### src/rtl/dvk_sdram_pkg.sv
// Shared types and defaults for the SDRAM initiator.
// Holds the engine state encoding, the posted-write entry layout and the
// default parameter values used by sdram_initiator and sdram_wfifo.
package dvk_sdram_pkg;

  localparam int unsigned DefaultFifoDepth = 4;
  localparam int unsigned DefaultTimeout   = 255;

  typedef enum logic [1:0] {
    StIdle  = 2'd0,
    StIssue = 2'd1,
    StGap   = 2'd2
  } eng_state_e;

  // One posted write: word address, byte lanes, data (39 bits).
  typedef struct packed {
    logic [21:1] adr;
    logic [1:0]  sel;
    logic [15:0] dat;
  } wentry_t;

endpackage

### src/rtl/sdram_wfifo.sv
// Posted-write FIFO for the SDRAM initiator.
// Ports:
//   clk, rst     - clock, synchronous active-high reset (empties the FIFO)
//   push, wdata  - enqueue an entry (ignored while full)
//   pop          - dequeue the head entry (ignored while empty)
//   rdata        - head entry, valid while empty=0
//   full, empty  - occupancy flags
//   count        - number of stored entries
module sdram_wfifo
  import dvk_sdram_pkg::*;
#(
  parameter int unsigned DEPTH = DefaultFifoDepth
) (
  input  logic                       clk,
  input  logic                       rst,
  input  logic                       push,
  input  wentry_t                    wdata,
  input  logic                       pop,
  output wentry_t                    rdata,
  output logic                       full,
  output logic                       empty,
  output logic [$clog2(DEPTH+1)-1:0] count
);

  localparam int unsigned PW = $clog2(DEPTH);
  localparam int unsigned CW = $clog2(DEPTH + 1);

  wentry_t         mem_q [DEPTH];
  logic [PW-1:0]   wptr_q, rptr_q;
  logic [CW-1:0]   count_q;
  logic            push_ok, pop_ok;

  assign full    = (count_q == CW'(DEPTH));
  assign empty   = (count_q == '0);
  assign push_ok = push & ~full;
  assign pop_ok  = pop & ~empty;
  assign rdata   = mem_q[rptr_q];
  assign count   = count_q;

  always_ff @(posedge clk) begin
    if (push_ok) begin
      mem_q[wptr_q] <= wdata;
    end
  end

  // DEPTH is a power of two, so the pointers wrap naturally.
  always_ff @(posedge clk) begin
    if (rst) begin
      wptr_q  <= '0;
      rptr_q  <= '0;
      count_q <= '0;
    end else begin
      if (push_ok) wptr_q <= wptr_q + PW'(1);
      if (pop_ok)  rptr_q <= rptr_q + PW'(1);
      if (push_ok && !pop_ok) begin
        count_q <= count_q + CW'(1);
      end else if (pop_ok && !push_ok) begin
        count_q <= count_q - CW'(1);
      end
    end
  end

endmodule

### src/rtl/sdram_initiator.sv
// Host-side initiator bridging the CPU Wishbone slave port to the memory bus.
// Writes are posted into a FIFO and acked immediately; reads wait until every
// posted write has completed. Each memory transaction is followed by a one-cycle
// gap, and a transaction whose strobe stays high for TIMEOUT cycles is aborted.
// Ports:
//   clk_p, sdram_reset        - clock, synchronous active-high reset
//   wb_cyc_i .. wb_dat_i      - Wishbone request
//   wb_dat_o, wb_ack_o        - Wishbone response
//   bus_err                   - one-cycle pulse on timeout abort
//   sdram_stb .. sdram_out    - memory request fields
//   sdram_ack, sdram_dat      - memory response
//   sdram_ready               - memory may accept a new request
module sdram_initiator
  import dvk_sdram_pkg::*;
#(
  parameter int unsigned FIFO_DEPTH = DefaultFifoDepth,
  parameter int unsigned TIMEOUT    = DefaultTimeout
) (
  input  logic        clk_p,
  input  logic        sdram_reset,
  input  logic        wb_cyc_i,
  input  logic        wb_stb_i,
  input  logic        wb_we_i,
  input  logic [1:0]  wb_sel_i,
  input  logic [21:1] wb_adr_i,
  input  logic [15:0] wb_dat_i,
  output logic [15:0] wb_dat_o,
  output logic        wb_ack_o,
  output logic        bus_err,
  output logic        sdram_stb,
  output logic        sdram_we,
  output logic [1:0]  sdram_sel,
  output logic [21:1] sdram_adr,
  output logic [15:0] sdram_out,
  input  logic        sdram_ack,
  input  logic [15:0] sdram_dat,
  input  logic        sdram_ready
);

  localparam int unsigned TW = $clog2(TIMEOUT + 1);
  localparam int unsigned CW = $clog2(FIFO_DEPTH + 1);

  eng_state_e    state_q;
  logic [TW-1:0] timer_q;
  logic          rd_q;       // transaction in flight is a read
  logic          rd_live_q;  // requesting cycle has stayed open since issue
  logic          stb_q, we_q, ack_q, err_q;
  logic [1:0]    sel_q;
  logic [21:1]   adr_q;
  logic [15:0]   out_q, dat_q;

  logic          req, push, rd_req, wr_go, rd_go, tmo, pop;
  wentry_t       push_entry, head;
  logic          fifo_full, fifo_empty;
  logic [CW-1:0] fifo_count;

  assign req        = wb_cyc_i & wb_stb_i & ~ack_q;
  assign push       = req & wb_we_i & ~fifo_full;
  assign rd_req     = req & ~wb_we_i;
  assign wr_go      = (fifo_count != '0);
  assign rd_go      = rd_req & fifo_empty;
  assign tmo        = (timer_q == TW'(TIMEOUT - 1));
  // A write leaves the FIFO only once memory has acked it or it was aborted.
  assign pop        = (state_q == StIssue) & ~rd_q & (sdram_ack | tmo);
  assign push_entry = '{adr: wb_adr_i, sel: wb_sel_i, dat: wb_dat_i};

  sdram_wfifo #(
    .DEPTH (FIFO_DEPTH)
  ) u_fifo (
    .clk   (clk_p),
    .rst   (sdram_reset),
    .push  (push),
    .wdata (push_entry),
    .pop   (pop),
    .rdata (head),
    .full  (fifo_full),
    .empty (fifo_empty),
    .count (fifo_count)
  );

  always_ff @(posedge clk_p) begin
    if (sdram_reset) begin
      state_q   <= StIdle;
      timer_q   <= '0;
      rd_q      <= 1'b0;
      rd_live_q <= 1'b0;
      stb_q     <= 1'b0;
      we_q      <= 1'b0;
      sel_q     <= '0;
      adr_q     <= '0;
      out_q     <= '0;
      ack_q     <= 1'b0;
      dat_q     <= '0;
      err_q     <= 1'b0;
    end else begin
      ack_q <= push;
      err_q <= 1'b0;
      if (!wb_cyc_i) rd_live_q <= 1'b0;
      unique case (state_q)
        StIdle: begin
          if (sdram_ready && (wr_go || rd_go)) begin
            state_q <= StIssue;
            stb_q   <= 1'b1;
            timer_q <= '0;
            if (wr_go) begin
              rd_q  <= 1'b0;
              we_q  <= 1'b1;
              adr_q <= head.adr;
              sel_q <= head.sel;
              out_q <= head.dat;
            end else begin
              rd_q      <= 1'b1;
              rd_live_q <= 1'b1;
              we_q      <= 1'b0;
              adr_q     <= wb_adr_i;
              sel_q     <= wb_sel_i;
              out_q     <= '0;
            end
          end
        end
        StIssue: begin
          if (sdram_ack) begin
            stb_q   <= 1'b0;
            state_q <= StGap;
            if (rd_q && rd_live_q && wb_cyc_i) begin
              ack_q <= 1'b1;
              dat_q <= sdram_dat;
            end
          end else if (tmo) begin
            stb_q   <= 1'b0;
            err_q   <= 1'b1;
            state_q <= StGap;
            if (rd_q && rd_live_q && wb_cyc_i) begin
              ack_q <= 1'b1;
              dat_q <= 16'hFFFF;
            end
          end else begin
            timer_q <= timer_q + TW'(1);
          end
        end
        StGap:   state_q <= StIdle;
        default: state_q <= StIdle;
      endcase
    end
  end

  assign wb_dat_o  = dat_q;
  assign wb_ack_o  = ack_q;
  assign bus_err   = err_q;
  assign sdram_stb = stb_q;
  assign sdram_we  = we_q;
  assign sdram_sel = sel_q;
  assign sdram_adr = adr_q;
  assign sdram_out = out_q;

endmodule

### config.mk
export PLATFORM = sky130hd
export DESIGN_NAME = sdram_initiator
export DESIGN_NICKNAME = d
export VERILOG_FILES = /design/src/rtl/dvk_sdram_pkg.sv /design/src/rtl/sdram_wfifo.sv /design/src/rtl/sdram_initiator.sv
export SDC_FILE = /design/constraint.sdc
export NUM_CORES = 1
export LEC_CHECK = 0
export ABC_CLOCK_PERIOD_IN_PS = 7800
export CORE_UTILIZATION = 45
export CTS_BUF_LIST = sky130_fd_sc_hd__clkbuf_8
export CTS_CLUSTER_DIAMETER = 120
export DETAILED_ROUTE_END_ITERATION = 16
export PLACE_DENSITY = 0.68
export SLEW_MARGIN = 25
export SYNTH_ARGS = -nofsm -noshare
export SYNTH_HDL_FRONTEND = slang
export SYNTH_SLANG_ARGS = --single-unit
### constraint.sdc
create_clock -name clk_p -period 7.8 [get_ports clk_p]
set_input_delay 2.34 -clock clk_p [delete_from_list [all_inputs] [get_ports clk_p]]
set_output_delay 2.34 -clock clk_p [all_outputs]
set_load 0.01 [all_outputs]
==> flow_summary.json <==
{
  "antenna_found_initial": 1,
  "gp_congestion": 0.759,
  "ys_ff_latch": 236,
  "grtUsageMet2": 0.319,
  "yosysSeqAreaShare": 0.710,
  "yosys_warnings": 0,
  "multiInputGateArea_um2": 2440,
  "finalCriticalPeriod_ns": 4.48,
  "async_flop_share": 0,
  "max_stage_delay_ns": 0.59,
  "crit_type": "input pin to register",
  "peakVddDrop_uv": 197,
  "clock_skew_ns": 0.0291,
  "wl_um": 18400,
  "use_met3": 0.0437,
  "synth_top_family_by_area": "multiplexers",
  "hold_path.class": "register to register",
  "cp_cell_sequence": "clkdlybuf4s50_1 > nand4b_1 > a21oi_1 > ha_1 > inv_1 > fa_1 > xor2_1 > or3_1 > a21oi_1",
  "setup_ws_ns": 3.32,
  "crit_buf_inv": 2,
  "yosysUniqueCellTypes": 44,
  "dp_hpwl_um": 10900,
  "antennaDiodeCount": 0,
  "worstSkewPairLatency_ns": 0.54,
  "routedWlPerCell_um": 18.2,
  "synthMuxAreaShare": 0.103,
  "fin_hold_ws_ns": 0.489,
  "syn-num-nets": 663,
  "cts_tree": "done",
  "track_usage": 0.190,
  "cts_setup_buffers": 0,
  "vias": 5373,
  "cts_buffer_depth": 3,
  "slowest_stage": "a21oi_1",
  "arrival_ns": 4.95,
  "synth_ff_type": "edfxtp_1",
  "crit_top_cell": "a21oi_1",
  "cts_resized": 0,
  "start_util": 0.466,
  "final-hold-violation-count": 0,
  "rrSetupSlack_ns": 5.14,
  "setup_tns_ns": 0,
  "synth_fa_ha_area_frac": 0.0122,
  "p_per_area_nw_per_um2": 236,
  "drive_above_1_share": 0.142,
  "avgViaCountPerCell": 5.31,
  "regArea_um2": 6290,
  "synth_top_area_share": 0.529,
  "holdBufCountCts": 0,
  "dieWidth_um": 142,
  "first_iter_violations": 328,
  "synth_top_area_cell": "edfxtp_1",
  "final.period_utilization": 0.575,
  "nFillCells": 1520,
  "boundaryPins": 121,
  "antenna_left": 0,
  "slew_violations": 0,
  "worstRegToRegCells": 11,
  "cp-end-kind": "register",
  "whs_path_depth": 2,
  "setup_viol": 0,
  "cts_buffers": 38,
  "synth_compound_area_frac": 0.0651,
  "synth_common_cells": "edfxtp_1, nor2_1, dfxtp_1",
  "fmax_mhz": 223,
  "h-tree-depth": 2,
  "status": "completed",
  "io_buffers": 120,
  "drt_pass1_iterations": 4,
  "synth_edf_count": 156,
  "root_buffer": "clkbuf_8",
  "syn_area_per_cell_um2": 14.9,
  "top_usage_layer": "met2",
  "yosys-top-cells-area": "edfxtp_1, dfxtp_1, mux4_2, nor2_1, a211oi_1",
  "cp_max_fo": 8,
  "synth.most_common_cell": "edfxtp_1",
  "crit_cells": 9,
  "met1_usage": 0.242,
  "maxCapViolations": 0,
  "clk_pin_slew_ns": 0.06,
  "finalPower_mw": 2.61,
  "drc": 0,
  "rsz0062_at_grt": "no",
  "core_area_um2": 19000,
  "synth_xor_area_frac": 0.00396,
  "grt_start_max_net_pins": 80,
  "synthSimpleGateAreaFrac": 0.0879,
  "grt_pass1_wl_um": 29300,
  "slew_headroom": 0.404,
  "design.die.area_um2": 20200,
  "critPathRequiredTime_ns": 8.26,
  "cp_top_family": "compound AO/OA/AOI/OAI gates",
  "grt_pass1_vias": 5598,
  "dp_slack_ns": 2.88,
  "nets": 792,
  "syn_inst": 593,
  "die_h_um": 142,
  "grt_remaining_overflow": 0,
  "syn_to_final_growth_pct": 24.6,
  "clock_sinks": 236,
  "worstSetupStartpointType": "input pin",
  "num_rows": 50,
  "p_leak_nw": 3.62,
  "syn_area_um2": 8850,
  "worstMarginPinSlew_ns": 0.894
}
==> state kept, by name, summed over array words and instances, names as in the netlist, 3 cells and up, named ones only <==
signal	flops
sdram_adr	21
sdram_out	16
timer_q	8
u_fifo.count	3
u_fifo.mem_q	156
wb_dat_o	16
==> layer usage <==
layer	wire, um	share of wire
met2	9130	0.50
met4	405	0.022
met3	1170	0.063
met1	7680	0.42
met5	11	0.00060
==> per-stage QoR <==
step	util	std cells	instance area, um^2
after floorplan	-	593	8850
after global placement	0.541	941	10300
after detailed placement	0.542	942	10300
after CTS	0.579	1012	11000
after global routing	0.580	1012	11000
final	0.580	1012	11000
==> layout by cell type (no fill, tap or decap), types with 3 or more instances in the layout <==
cell and n:
a22oi_1 16, clkdlybuf4s50_1 119, edfxtp_1 156, or3_1 5, inv_1 26, a21oi_1 32, o21ai_0 4, nor2_1 96
ha_1 7, and2_4 4, mux4_2 39, nor3_1 18, clkbuf_8 43, mux2i_1 3, nand2_1 31, dfxtp_1 78
nand3_1 5, a211oi_1 24, buf_4 3
==> path summary, 6_finish.rpt <==
check | to | from
max reg2reg | u_fifo.count[2] | timer_q[0]
max | u_fifo.count[2] | wb_cyc_i
min reg2reg | sdram_we | sdram_we
min | sdram_we | sdram_we
==> tightest hold or removal path, delay by kind of cell, from the launching register on <==
family	cells	cell delay [ns]
AO/OA/AOI/OAI	1	0.06
AND/OR/NAND/NOR	1	0.07
flip-flops	1	0.33
==> layout make-up <==
class / count / share of cell area
well taps: 260 / 0.0295
multi-input cells: 317 / 0.221
clock buffers: 43 / 0.0537
clock inverters: 27 / 0.0104
flip-flops and latches: 236 / 0.571
repair buffers: 124 / 0.113
inverters: 5 / 0.00170
==> power breakdown <==
part,internal [mW],switching (mW)
sequential,1.37,0.0217
combinational,0.114,0.128
clock,0.506,0.471
total,1.99,0.621
==> logic make-up after synthesis <==
logic type	count (synthesis)
xor+xnor	4
simple gates	175
buf+inv	40
fa+ha+maj	8
mux	42
compound gates	88
flops	236
(Power assumes the default switching activity.)
